File: src/rtl/riscv_pkg.sv
// Shared RV32I definitions: ALU opcode encoding, instruction field constants
// and the decoded control bundle passed from decode to execute.
package riscv_pkg;

   typedef enum logic [3:0] {
      ALU_ADD      = 4'd0,
      ALU_AND      = 4'd1,
      ALU_SLL      = 4'd2,
      ALU_SRL      = 4'd3,
      ALU_OR       = 4'd4,
      ALU_XOR      = 4'd5,
      ALU_OUT_ONE  = 4'd6,
      ALU_OUT_ZERO = 4'd7,
      ALU_SRA      = 4'd8,
      ALU_LUI      = 4'd9,
      ALU_SUB      = 4'd10,
      ALU_AUIPC    = 4'd11
   } alu_op_t;

   typedef enum logic [2:0] {
      IMM_NONE,
      IMM_I,
      IMM_S,
      IMM_B,
      IMM_J,
      IMM_U_RAW,
      IMM_U
   } imm_fmt_t;

   localparam logic [6:0] OPC_OP     = 7'b0110011;
   localparam logic [6:0] OPC_OPIMM  = 7'b0010011;
   localparam logic [6:0] OPC_LOAD   = 7'b0000011;
   localparam logic [6:0] OPC_STORE  = 7'b0100011;
   localparam logic [6:0] OPC_BRANCH = 7'b1100011;
   localparam logic [6:0] OPC_JAL    = 7'b1101111;
   localparam logic [6:0] OPC_JALR   = 7'b1100111;
   localparam logic [6:0] OPC_LUI    = 7'b0110111;
   localparam logic [6:0] OPC_AUIPC  = 7'b0010111;

   localparam logic [2:0] F3_ADD  = 3'b000;
   localparam logic [2:0] F3_SLL  = 3'b001;
   localparam logic [2:0] F3_SLT  = 3'b010;
   localparam logic [2:0] F3_SLTU = 3'b011;
   localparam logic [2:0] F3_XOR  = 3'b100;
   localparam logic [2:0] F3_SR   = 3'b101;
   localparam logic [2:0] F3_OR   = 3'b110;
   localparam logic [2:0] F3_AND  = 3'b111;

   localparam logic [6:0] F7_BASE = 7'b0000000;
   localparam logic [6:0] F7_ALT  = 7'b0100000;

   typedef struct packed {
      alu_op_t    alu_op;
      logic       op_a_sel;
      logic       op_b_sel;
      logic [4:0] rs1;
      logic [4:0] rs2;
      logic [4:0] rd;
      logic       reg_we;
      logic       mem_rd;
      logic       mem_wr;
      logic [2:0] funct3;
      logic       branch;
      logic       jump;
      logic [1:0] slt;
      logic       illegal;
   } ctrl_t;

   // Shared by OP and OP-IMM; alt selects SUB/SRA. Compares run as SUB.
   function automatic alu_op_t f3_alu_op(input logic [2:0] f3, input logic alt);
      f3_alu_op = ALU_ADD;
      case (f3)
         F3_ADD:  f3_alu_op = alt ? ALU_SUB : ALU_ADD;
         F3_SLL:  f3_alu_op = ALU_SLL;
         F3_SLT:  f3_alu_op = ALU_SUB;
         F3_SLTU: f3_alu_op = ALU_SUB;
         F3_XOR:  f3_alu_op = ALU_XOR;
         F3_SR:   f3_alu_op = alt ? ALU_SRA : ALU_SRL;
         F3_OR:   f3_alu_op = ALU_OR;
         F3_AND:  f3_alu_op = ALU_AND;
      endcase
   endfunction

endpackage

File: src/rtl/riscv_imm_gen.sv
// Immediate extraction for every RV32I format; purely combinational so the
// fetch-side branch predictor can share it.
module riscv_imm_gen
   import riscv_pkg::*;
#(
   parameter int XLEN = 32
) (
   input  logic [31:7]     instr,
   input  imm_fmt_t        fmt,
   output logic [XLEN-1:0] imm
);

   logic [31:0] imm32;

   always_comb begin
      // NOTE: default assigned before the case so no path leaves imm32 unassigned (no latch).
      imm32 = '0;
      case (fmt)
         IMM_I:     imm32 = {{20{instr[31]}}, instr[31:20]};
         IMM_S:     imm32 = {{20{instr[31]}}, instr[31:25], instr[11:7]};
         IMM_B:     imm32 = {{19{instr[31]}}, instr[31], instr[7], instr[30:25], instr[11:8], 1'b0};
         IMM_J:     imm32 = {{11{instr[31]}}, instr[31], instr[19:12], instr[20], instr[30:21], 1'b0};
         IMM_U_RAW: imm32 = {12'b0, instr[31:12]};
         IMM_U:     imm32 = {instr[31:12], 12'b0};
         default:   imm32 = '0;
      endcase
   end

   assign imm = XLEN'(signed'(imm32));

endmodule

File: src/rtl/riscv_decode.sv
// RV32I decode stage: one registered bundle with valid/ready on both sides
// and a flush that kills both the held and the incoming instruction.
module riscv_decode
   import riscv_pkg::*;
#(
   parameter int XLEN = 32
) (
   input  logic            clk,
   input  logic            rst,
   input  logic            in_valid_i,
   output logic            in_ready_o,
   input  logic [31:0]     instr_i,
   input  logic [XLEN-1:0] pc_i,
   input  logic            flush_i,
   output logic            out_valid_o,
   input  logic            out_ready_i,
   output logic [3:0]      alu_op_o,
   output logic            op_a_sel_o,
   output logic            op_b_sel_o,
   output logic [XLEN-1:0] imm_o,
   output logic [4:0]      rs1_o,
   output logic [4:0]      rs2_o,
   output logic [4:0]      rd_o,
   output logic            reg_we_o,
   output logic            mem_rd_o,
   output logic            mem_wr_o,
   output logic [2:0]      funct3_o,
   output logic            branch_o,
   output logic            jump_o,
   output logic [1:0]      slt_o,
   output logic            illegal_o,
   output logic [XLEN-1:0] pc_o
);

   logic [6:0]      opcode;
   logic [2:0]      funct3;
   logic [6:0]      funct7;
   ctrl_t           dec;
   ctrl_t           ctrl_q;
   imm_fmt_t        fmt;
   logic            illegal;
   logic [XLEN-1:0] imm_d;
   logic [XLEN-1:0] imm_q;
   logic [XLEN-1:0] pc_q;
   logic            valid_q;
   logic            accept;

   assign opcode = instr_i[6:0];
   assign funct3 = instr_i[14:12];
   assign funct7 = instr_i[31:25];

   riscv_imm_gen #(.XLEN(XLEN)) u_imm_gen (
      .instr (instr_i[31:7]),
      .fmt   (fmt),
      .imm   (imm_d)
   );

   always_comb begin
      dec        = '0;
      dec.alu_op = ALU_ADD;
      dec.rs1    = instr_i[19:15];
      dec.rs2    = instr_i[24:20];
      dec.rd     = instr_i[11:7];
      dec.funct3 = funct3;
      fmt        = IMM_NONE;
      illegal    = 1'b0;
      case (opcode)
         OPC_OP: begin
            dec.reg_we = 1'b1;
            dec.alu_op = f3_alu_op(funct3, funct7 == F7_ALT);
            dec.slt    = {funct3 == F3_SLTU, funct3 == F3_SLT || funct3 == F3_SLTU};
            illegal    = !(funct7 == F7_BASE ||
                           (funct7 == F7_ALT && (funct3 == F3_ADD || funct3 == F3_SR)));
         end
         OPC_OPIMM: begin
            fmt          = IMM_I;
            dec.op_b_sel = 1'b1;
            dec.reg_we   = 1'b1;
            // instr[30] is an immediate bit except on shifts, where it picks SRAI.
            dec.alu_op   = f3_alu_op(funct3, funct3 == F3_SR && funct7 == F7_ALT);
            dec.slt      = {funct3 == F3_SLTU, funct3 == F3_SLT || funct3 == F3_SLTU};
            if (funct3 == F3_SLL)
               illegal = funct7 != F7_BASE;
            else if (funct3 == F3_SR)
               illegal = !(funct7 == F7_BASE || funct7 == F7_ALT);
         end
         OPC_LOAD: begin
            fmt          = IMM_I;
            dec.op_b_sel = 1'b1;
            dec.reg_we   = 1'b1;
            dec.mem_rd   = 1'b1;
            illegal      = funct3 == 3'b011 || funct3 == 3'b110 || funct3 == 3'b111;
         end
         OPC_STORE: begin
            fmt          = IMM_S;
            dec.op_b_sel = 1'b1;
            dec.mem_wr   = 1'b1;
            illegal      = funct3 > 3'b010;
         end
         OPC_BRANCH: begin
            fmt          = IMM_B;
            dec.op_a_sel = 1'b1;
            dec.op_b_sel = 1'b1;
            dec.branch   = 1'b1;
            illegal      = funct3 == 3'b010 || funct3 == 3'b011;
         end
         OPC_JAL: begin
            fmt          = IMM_J;
            dec.op_a_sel = 1'b1;
            dec.op_b_sel = 1'b1;
            dec.jump     = 1'b1;
            dec.reg_we   = 1'b1;
         end
         OPC_JALR: begin
            fmt          = IMM_I;
            dec.op_b_sel = 1'b1;
            dec.jump     = 1'b1;
            dec.reg_we   = 1'b1;
            illegal      = funct3 != 3'b000;
         end
         OPC_LUI: begin
            fmt          = IMM_U_RAW;
            dec.alu_op   = ALU_LUI;
            dec.op_b_sel = 1'b1;
            dec.reg_we   = 1'b1;
         end
         OPC_AUIPC: begin
            fmt          = IMM_U;
            dec.op_a_sel = 1'b1;
            dec.op_b_sel = 1'b1;
            dec.reg_we   = 1'b1;
         end
         default: illegal = 1'b1;
      endcase
      // An illegal instruction still flows down the pipe, but with no side effects.
      if (illegal) begin
         dec.alu_op   = ALU_OUT_ZERO;
         dec.op_a_sel = 1'b0;
         dec.op_b_sel = 1'b0;
         dec.reg_we   = 1'b0;
         dec.mem_rd   = 1'b0;
         dec.mem_wr   = 1'b0;
         dec.branch   = 1'b0;
         dec.jump     = 1'b0;
         dec.slt      = 2'b00;
      end
      dec.illegal = illegal;
      if (dec.rd == 5'd0)
         dec.reg_we = 1'b0;
   end

   assign in_ready_o = !flush_i && (!valid_q || out_ready_i);
   assign accept     = in_valid_i && in_ready_o;

   // NOTE: non-blocking assignments so every register samples pre-edge values.
   always_ff @(posedge clk or posedge rst) begin
      if (rst) begin
         valid_q <= 1'b0;
         ctrl_q  <= '0;
         imm_q   <= '0;
         pc_q    <= '0;
      end else if (flush_i) begin
         valid_q <= 1'b0;
      end else if (accept) begin
         valid_q <= 1'b1;
         ctrl_q  <= dec;
         imm_q   <= imm_d;
         pc_q    <= pc_i;
      end else if (out_ready_i) begin
         valid_q <= 1'b0;
      end
   end

   assign out_valid_o = valid_q;
   assign alu_op_o    = ctrl_q.alu_op;
   assign op_a_sel_o  = ctrl_q.op_a_sel;
   assign op_b_sel_o  = ctrl_q.op_b_sel;
   assign imm_o       = imm_q;
   assign rs1_o       = ctrl_q.rs1;
   assign rs2_o       = ctrl_q.rs2;
   assign rd_o        = ctrl_q.rd;
   assign reg_we_o    = ctrl_q.reg_we;
   assign mem_rd_o    = ctrl_q.mem_rd;
   assign mem_wr_o    = ctrl_q.mem_wr;
   assign funct3_o    = ctrl_q.funct3;
   assign branch_o    = ctrl_q.branch;
   assign jump_o      = ctrl_q.jump;
   assign slt_o       = ctrl_q.slt;
   assign illegal_o   = ctrl_q.illegal;
   assign pc_o        = pc_q;

endmodule

File: config.mk
export PLATFORM = sky130hd
export DESIGN_NAME = riscv_decode
export DESIGN_NICKNAME = d
export VERILOG_FILES = /design/src/rtl/riscv_pkg.sv /design/src/rtl/riscv_imm_gen.sv /design/src/rtl/riscv_decode.sv
export SDC_FILE = /design/constraint.sdc
export NUM_CORES = 1
export LEC_CHECK = 0
export BUFFER_PORTS_ARGS = -buffer_cell sky130_fd_sc_hd__buf_4
export CELL_PAD_IN_SITES_DETAIL_PLACEMENT = 0
export CELL_PAD_IN_SITES_GLOBAL_PLACEMENT = 2
export CORE_AREA = 2 2 134 136
export CTS_BUF_LIST = sky130_fd_sc_hd__clkbuf_4 sky130_fd_sc_hd__clkbuf_8
export CTS_CLUSTER_DIAMETER = 150
export DETAILED_ROUTE_END_ITERATION = 7
export DIE_AREA = 0 0 136 138
export PLACE_DENSITY = 0.89
export SLEW_MARGIN = 20
export SYNTH_ARGS = -nofsm -noshare
export SYNTH_HDL_FRONTEND = slang
export SYNTH_SLANG_ARGS = --single-unit
File: constraint.sdc
create_clock -name clk -period 2.7 [get_ports clk]
set_input_delay 0.135 -clock clk [delete_from_list [all_inputs] [get_ports clk]]
set_output_delay 0.135 -clock clk [all_outputs]
set_load 0.02 [all_outputs]
==> metrics.txt, run 1 <==
outcome=complete, no violations; final setup TNS=0 ns; Slew HR=0.427; Period minus WS final=2.05 ns; Final setup viols=0; share of cells above drive strength 1=0.298; Nets=761; Ant. Diodes=0; commonest non-fill, non-tap cells in the layout=190 x nand2_1, 176 x buf_4, 97 x dfrtp_1; clk slew on worst S/H paths=0.09 ns; Final Cell Area=6600 um2; placed instance area=5930 um2; # Post-CTS Setup Buffers=0; crit end category=register; initial antenna violation count=0; total power=between 3 and 4 mW; Chip Width=about 140 um; Register Area=2430 um2; clock root buffer=clkbuf_8; input/output buffers=166; drt first pass iters=7; vias per std cell=between 4 and 5; synthesized net count=~560; Post-Synthesis Cells=about 490; clk_lat worst skew=0.39 ns; sequential element share of the synthesized area=0.546; Final Util=0.376; hpwl dp=between 10000 and 15000 um; Max-cap violations=0; GRT Total Usage=0.167; via count=~4300; Max VDD drop=0.224 mV; CORE AREA=between 15000 and 20000 um2; CTS tree=done; critical path, cell by cell=nor2b_1 -> nor3b_2 -> nand4_1 -> a2111oi_4 -> a32o_1; gpl congestion=0.826; fin crit share=0.757; clock sink total=between 90 and 100; DR WL/cell=16.9 um; share of flip-flops with an asynchronous set or reset=1.00; vias in the first global route=between 4000 and 5000; crit path kind=register to register; Die Area=between 15000 and 20000 um2; number of H-tree levels=3; endpoints failing hold=0; grt total ovfl=0; Data required, critical path=3.02 ns; synth-to-layout area growth=48.3%; Starting Density=0.254; warnings from Yosys=0; FILL cells=1760; Worst-Margin Slew=0.859 ns; CP Data Arrival Time=~2.4 ns; count of pins over their slew limit=0; Yosys reg bits=97; antenna viol nets, final=0; ys flop type=dfrtp_1; Startpoint Class=register; first-pass GRT wire length=about 24000 um; GRT met2 Usage=0.258; synth unique cells=52; Synth area leaders=dfrtp_1 55%, nand2_1 16%, o21ai_0 2.8%, nor2_1 2.8%, a221oi_1 2.0%; CP max stage delay=slightly above 0.6 ns; syn_area_per_cell=9.10 um2; row count=49; commonest non-fill, non-tap cell in the layout=nand2_1; CTS Buffer Depth=2; final WL=15600 um; largest net degree at the start of global routing=51; Setup WS post-layout=0.655 ns; routing usage on met3=0.0502; leading area contributor after synthesis=dfrtp_1; Top Ports=around 170; post-synthesis cell area=~4400 um2; pre-CTS setup slack=around 0.61 ns; GR Layer Usage met1=0.224; die height=about 140 um; RSZ-0062 raised after global routing=no; CP max FO=11; most used routing layer=met2; number of DRC markers in iteration 0=293; HP Class=input pin to register; FMAX=489 MHz; Num CTS Buffers=9; Residual DRC=0; Leakage=around 3.2 nW; area of the multi-input gates=between 1500 and 2000 um2; slowest CP cell=a2111oi_4; Power Density=approximately 530 nW/um2; Synth top area share=0.546; Final Skew=between 0.01 and 0.015 ns; Post-synth EDFFs=0
[cells in the mapped netlist (2+ instances only)]
| cell | number |
|---|---|
| nand3_1 | 4 |
| a221oi_1 | 10 |
| o21ai_1 | 2 |
| buf_2 | 5 |
| o31ai_1 | 2 |
| inv_1 | 4 |
| clkbuf_1 | 20 |
| nand2b_1 | 3 |
| a22oi_1 | 6 |
| buf_1 | 2 |
| o21ai_0 | 25 |
| nor3b_1 | 2 |
| a21oi_1 | 10 |
| nor2b_1 | 7 |
| nor2_1 | 33 |
| a32o_1 | 2 |
| nor3_1 | 5 |
| nand3b_1 | 2 |
| a211oi_2 | 2 |
| dfrtp_1 | 97 |
| a211oi_1 | 11 |
| o21a_1 | 3 |
| and2_1 | 3 |
| nand2_1 | 191 |
| buf_4 | 2 |
| a222oi_1 | 4 |
| a22o_1 | 4 |
| buf_6 | 3 |
| a2111oi_2 | 2 |
[what timing repair did]
action,in CTS,in global routing
setup endpoints to repair,0,0
resized for setup,0,0
endpoints found under the hold margin,93,0
hold buffers,47,0
[stage by stage]
stage	cells	hold slack, ns
2_1_floorplan	489	0.201
3_3_place_gp	863	0.272
3_5_place_dp	863	0.284
4_1_cts	926	0.00452
5_1_grt	926	0.00723
6_report	926	0.0182
[cells by family after synthesis]
| group | synth area share |
|---|---|
| and+or+nand+nor | 0.247 |
| AOI/OAI and AO/OA | 0.167 |
| DFF | 0.546 |
| buffers and inverters | 0.0385 |
| xor gates and xnor gates | 0.00197 |
[worst paths after layout]
path,startpoint,to,slack [ns],cells after the start
hold reg to reg,pc_o[16],pc_o[16],0.48,2
setup / recovery,out_valid_o,slt_o[0],0.65,5
hold / removal,in_valid_i,out_valid_o,0.02,3
min in group asynchronous,rst,pc_o[9],0.41,3
setup reg to reg,out_valid_o,slt_o[0],0.65,5
max in group asynchronous,rst,op_b_sel_o,1.57,4
[area by class of cell]
| class | count | area share |
|---|---|---|
| inverters | 4 | 0.00266 |
| clock buffers | 11 | 0.0229 |
| repair buffers | 224 | 0.275 |
| clock inverters | 5 | 0.00702 |
| flip-flops and latches | 97 | 0.368 |
| well taps | 229 | 0.0434 |
| multi-input cells | 356 | 0.281 |
[where the power goes]
group	internal (mW)	total (mW)	switching, mW
registers	1.59	1.67	0.0792
logic	0.381	0.890	0.509
clock network	0.402	0.967	0.565
[worst max-delay path: cells and delay by family (launching register included)]
| family | cells | cell delay, ns |
|---|---|---|
| AO/OA/AOI/OAI | 2 | 0.89 |
| AND/OR/NAND/NOR | 3 | 0.70 |
| flip-flops | 1 | 0.39 |
[sequential cells by signal, summed over array words and instances (netlist names), 2 cells and up]
name and count:
funct3_o 3, rd_o 5, slt_o 2, pc_o 32, imm_o 32, rs1_o 5
alu_op_o 4, rs2_o 5
[metal layers]
| layer | part of all wire | up-vias |
|---|---|---|
| met5 | 0 | - |
| met3 | 0.081 | 25 |
| met1 | 0.44 | 2081 |
| li1 | - | 2066 |
| met2 | 0.46 | 160 |
| met4 | 0.018 | 0 |
(Power assumes the default switching activity.)
==> run 2, diff against run 1 <==
- clock period: 2.7 -> 1.65 ns (I/O delays scaled with it)
==> run 2 against run 1 <==
  * Largest power group unchanged
  * Total power is 76% higher
  * Design area is 15% higher
  * Combinational power is 90% higher
  * Via count is 6.7% higher
  * The run now ends with negative setup slack left
  * Clock skew is 0.0020 ns higher
  * First-iteration DRC count is 20% lower
  * Largest cell class is now non-clock buffers
  * Sequential share of layout area is 4.8 points lower
  * Flip-flop and latch count stayed put
  * Final cell count is 5.6% higher
==> metrics.txt, run 2 (synthesis results as in run 1) <==
outcome=complete, but fails checks; failing checks=negative setup slack; Period minus WS final=approximately 1.7 ns; CTS tree=done; placed instance area=approximately 6200 um2; pre-CTS setup slack=-0.159 ns; FILL cells=1675; Chip Width=around 140 um; final setup TNS=-0.0577 ns; Final setup viols=6; Max VDD drop=0.470 mV; Starting Density=0.254; Worst-Margin Slew=slightly below 0.7 ns; number of DRC markers in iteration 0=235; vias per std cell=between 4 and 5; CTS Buffer Depth=2; count of pins over their slew limit=0; Power Density=818 nW/um2; Final Skew=~0.013 ns; Die Area=roughly 19000 um2; crit path kind=register to register; row count=49; final WL=around 17000 um; CP Data Arrival Time=slightly below 2 ns; Nets=approximately 810; initial antenna violation count=0; Ant. Diodes=0; Slew HR=0.548; commonest non-fill, non-tap cell in the layout=buf_4; grt total ovfl=0; hpwl dp=between 10000 and 15000 um; slack of the worst reg-to-reg path=-0.02 ns; Max-cap violations=0; Leakage=around 3.7 nW; crit end category=register; gpl congestion=approximately 0.8; Setup WS post-layout=-0.0188 ns; via count=4623; FMAX=~600 MHz; share of cells above drive strength 1=0.427; CP max FO=6; Final Util=0.433; DR WL/cell=about 17 um; RSZ-0062 raised after global routing=yes; Worst Reg2Reg Path Length in Cells=6; HP Class=input pin to register; fin crit share=1.01; input/output buffers=between 150 and 200; CORE AREA=about 18000 um2; largest net degree at the start of global routing=40; dpl cells=887; total power=6.21 mW; Data required, critical path=slightly below 2 ns; clk_lat worst skew=0.38 ns; r2r endpoint=slt_o[0]; Startpoint Class=register; Num CTS Buffers=9; synth-to-layout area growth=70.7%; first-pass GRT wire length=approximately 25000 um; antenna viol nets, final=0; WHS Endpoint=slt_o[1]; hold path depth=2; clock sink total=between 90 and 100; number of H-tree levels=3; GRT Total Usage=0.171; hold slack final=roughly 0.033 ns; die height=roughly 140 um; Final Instance Count excl. Fillers=between 900 and 1000; endpoints failing hold=0; Top Ports=about 170; HP Start=instr_i[12]; clk slew on worst S/H paths=0.10 ns; commonest non-fill, non-tap cells in the layout=197 x buf_4, 158 x nand2_1, 96 x dfrtp_1; FF-to-FF Start=out_valid_o; Residual DRC=0; clock root buffer=clkbuf_8; drt first pass iters=4; Final Cell Area=7590 um2; vias in the first global route=between 4000 and 5000
[run 2: worst max path at each step]
stage	startpoint	to	slack, ns	depth (start not counted)
6_report	out_valid_o	slt_o[0]	-0.02	6
5_1_grt	out_valid_o	mem_rd_o	-0.17	6
4_1_cts	out_valid_o	slt_o[1]	-0.04	6
3_5_place_dp	out_valid_o	pc_o[8]	-0.16	6
3_3_place_gp	out_valid_o	pc_o[10]	-0.12	6
2_1_floorplan	out_valid_o	slt_o[0]	-0.11	6
[run 2: report_power, final]
group	internal [mW]	leakage [nW]	switching (mW)
sequential	2.60	1.24	0.128
clock	0.933	0.114	0.857
combinational	0.769	2.31	0.921
total	4.30	3.66	1.91
[run 2: timing repair]
| action | CTS | global route |
|---|---|---|
| resized for setup | 14 | 117 |
| gates cloned | 1 | 5 |
| setup buffers | 4 | 10 |
| endpoints found under the setup margin | 69 | 76 |
| pin swaps | 8 | 54 |
| endpoints found under the hold margin | 84 | 0 |
| hold buffers | 57 | 0 |
[run 2: worst max-delay path, stage by stage (launching register included)]
cell       delay, ns
dfrtp_2         0.41
nor2b_4         0.14
nor3b_4         0.26
nand4_1         0.20
a2111oi_4       0.26
buf_4           0.21
a32o_1          0.15
[run 2: layout make-up]
cell class                      count  area (um2)  area share
Clock buffer                       12         153      0.0201
Tap cell                          229         287      0.0377
Clock inverter                      4        76.3      0.0101
Sequential cell                    97        2430       0.320
Inverter                            4        18.8     0.00247
Multi-Input combinational cell    356        2200       0.290
Timing Repair Buffer              276        2430       0.320
[run 2: layer usage]
metal | track usage | vias up | wire length, um
met5 | 0 | - | 0
met4 | 0.0515 | 0 | 370
met3 | 0.0565 | 27 | 1250
met2 | 0.279 | 177 | 8150
met1 | 0.213 | 2253 | 7060
li1 | - | 2166 | -
==> run 3, diff against run 2 <==
- SKIP_LAST_GASP: default -> 1
==> run 3 against run 2 <==
  * Final cell count decreased by 0.10%
  * Critical path depth unchanged
  * Clock power about the same
  * The run still ends with negative setup slack left
  * Die area unchanged
  * Global-route usage unchanged
  * Flip-flop and latch count unchanged
  * Worst hold slack improved by 0.0059 ns
  * Combinational power about the same
  * Sequential share of layout area increased by 0.27 points
==> metrics.txt, run 3 (synthesis results as in run 1) <==
hold path depth=2; GRT Total Usage=0.171; endpoints failing hold=0; via count=4592; Startpoint Class=register; first-pass GRT wire length=between 20000 and 25000 um; FMAX=599 MHz; r2r endpoint=slt_o[0]; hpwl dp=between 10000 and 15000 um; count of pins over their slew limit=0; outcome=complete, but fails checks; grt total ovfl=0; FF-to-FF Start=out_valid_o; DR WL/cell=17.1 um; die height=~140 um; Nets=roughly 810; commonest non-fill, non-tap cells in the layout=197 x buf_4, 159 x nand2_1, 96 x dfrtp_1; Setup WS post-layout=-0.0186 ns; Starting Density=0.254; HP Start=instr_i[12]; commonest non-fill, non-tap cell in the layout=buf_4; Residual DRC=0; largest net degree at the start of global routing=40; WL met2=about 8000 um; CORE AREA=~18000 um2; Final setup viols=4; Max VDD drop=0.464 mV; synth-to-layout area growth=69.3%; input/output buffers=approximately 170; Worst Reg2Reg Path Length in Cells=6; CTS Buffer Depth=2; CTS tree=done; number of DRC markers in iteration 0=roughly 230; Chip Width=around 140 um; share of cells above drive strength 1=0.410; met1 wire length=6850 um; initial antenna violation count=0; gpl congestion=a little over 0.8; Data required, critical path=between 1.5 and 2 ns; Leakage=approximately 3.6 nW; placed instance area=6180 um2; Final Cell Area=7530 um2; number of H-tree levels=3; Die Area=approximately 19000 um2; HP Class=input pin to register; fin crit share=1.01; Final Util=0.429; clock sink total=97; pre-CTS setup slack=-0.159 ns; failing checks=negative setup slack; clk_lat worst skew=0.38 ns; Period minus WS final=1.67 ns; Slew HR=0.548; clock root buffer=clkbuf_8; Max Used Layer=met4; antenna viol nets, final=0; vias per std cell=roughly 4.7; Ant. Diodes=0; Num CTS Buffers=9; slack of the worst reg-to-reg path=-0.02 ns; CP Data Arrival Time=~2.0 ns; RSZ-0062 raised after global routing=yes; crit end category=register; Worst-Margin Slew=between 0.6 and 0.7 ns; Final Skew=between 0.01 and 0.015 ns; crit path kind=register to register; row count=between 40 and 50; total power=around 6.2 mW; CP max FO=6; Max-cap violations=0; Top Ports=about 170; final setup TNS=-0.0595 ns; vias in the first global route=approximately 4600; final WL=16700 um; met3 WL post-DR=1290 um; drt first pass iters=5; clk slew on worst S/H paths=0.09 ns; Power Density=between 800 and 900 nW/um2; WHS Endpoint=slt_o[1]
[run 3: cell type report]
cell class,count,area [um2]
fill,1696,10000
timing repair buffer,275,2440
sequential,97,2430
multi-input combinational,356,2130
tap,229,287
clock buffer,12,153
clock inverter,4,76.3
inverter,4,18.8
[run 3: critical path, cell delays in order, from the launching register on]
cell	delay (ns)
dfrtp_2	0.41
nor2b_4	0.14
nor3b_4	0.26
nand4_1	0.20
a2111oi_4	0.26
buf_4	0.21
a32o_1	0.15
[run 3: how the worst max path moves through the flow]
stage,startpoint,to,slack [ns],cells after the start
2_1_floorplan,out_valid_o,slt_o[0],-0.11,6
3_5_place_dp,out_valid_o,pc_o[8],-0.16,6
6_report,out_valid_o,slt_o[0],-0.02,6
4_1_cts,out_valid_o,slt_o[1],-0.04,6
3_3_place_gp,out_valid_o,pc_o[10],-0.12,6
5_1_grt,out_valid_o,mem_rd_o,-0.17,6
[run 3: routing by layer]
layer  up-vias  GRT usage
li1       2168          -
met1      2212      0.213
met2       185      0.279
met3        27     0.0565
met4         0     0.0515
met5         -          0
[run 3: power breakdown]
part           internal (mW)  total (mW)  switching [mW]
clock network          0.933        1.79           0.855
logic                  0.764        1.67           0.907
registers               2.60        2.73           0.129
[run 3: timing repair]
item | CTS | global route
endpoints found under the setup margin | 69 | 76
gates resized for setup | 12 | 99
endpoints found under the hold margin | 84 | 0
pin swaps | 8 | 36
cloned | 1 | 5
setup buffers | 4 | 9
hold buffers | 57 | 0
[run 3: through the flow]
step | std cells | hold slack (ns)
6_report | 977 | 0.0389
5_1_grt | 977 | 0.0173
4_1_cts | 965 | 0.00260
3_5_place_dp | 887 | 0.231
3_3_place_gp | 887 | 0.215
2_1_floorplan | 489 | 0.145
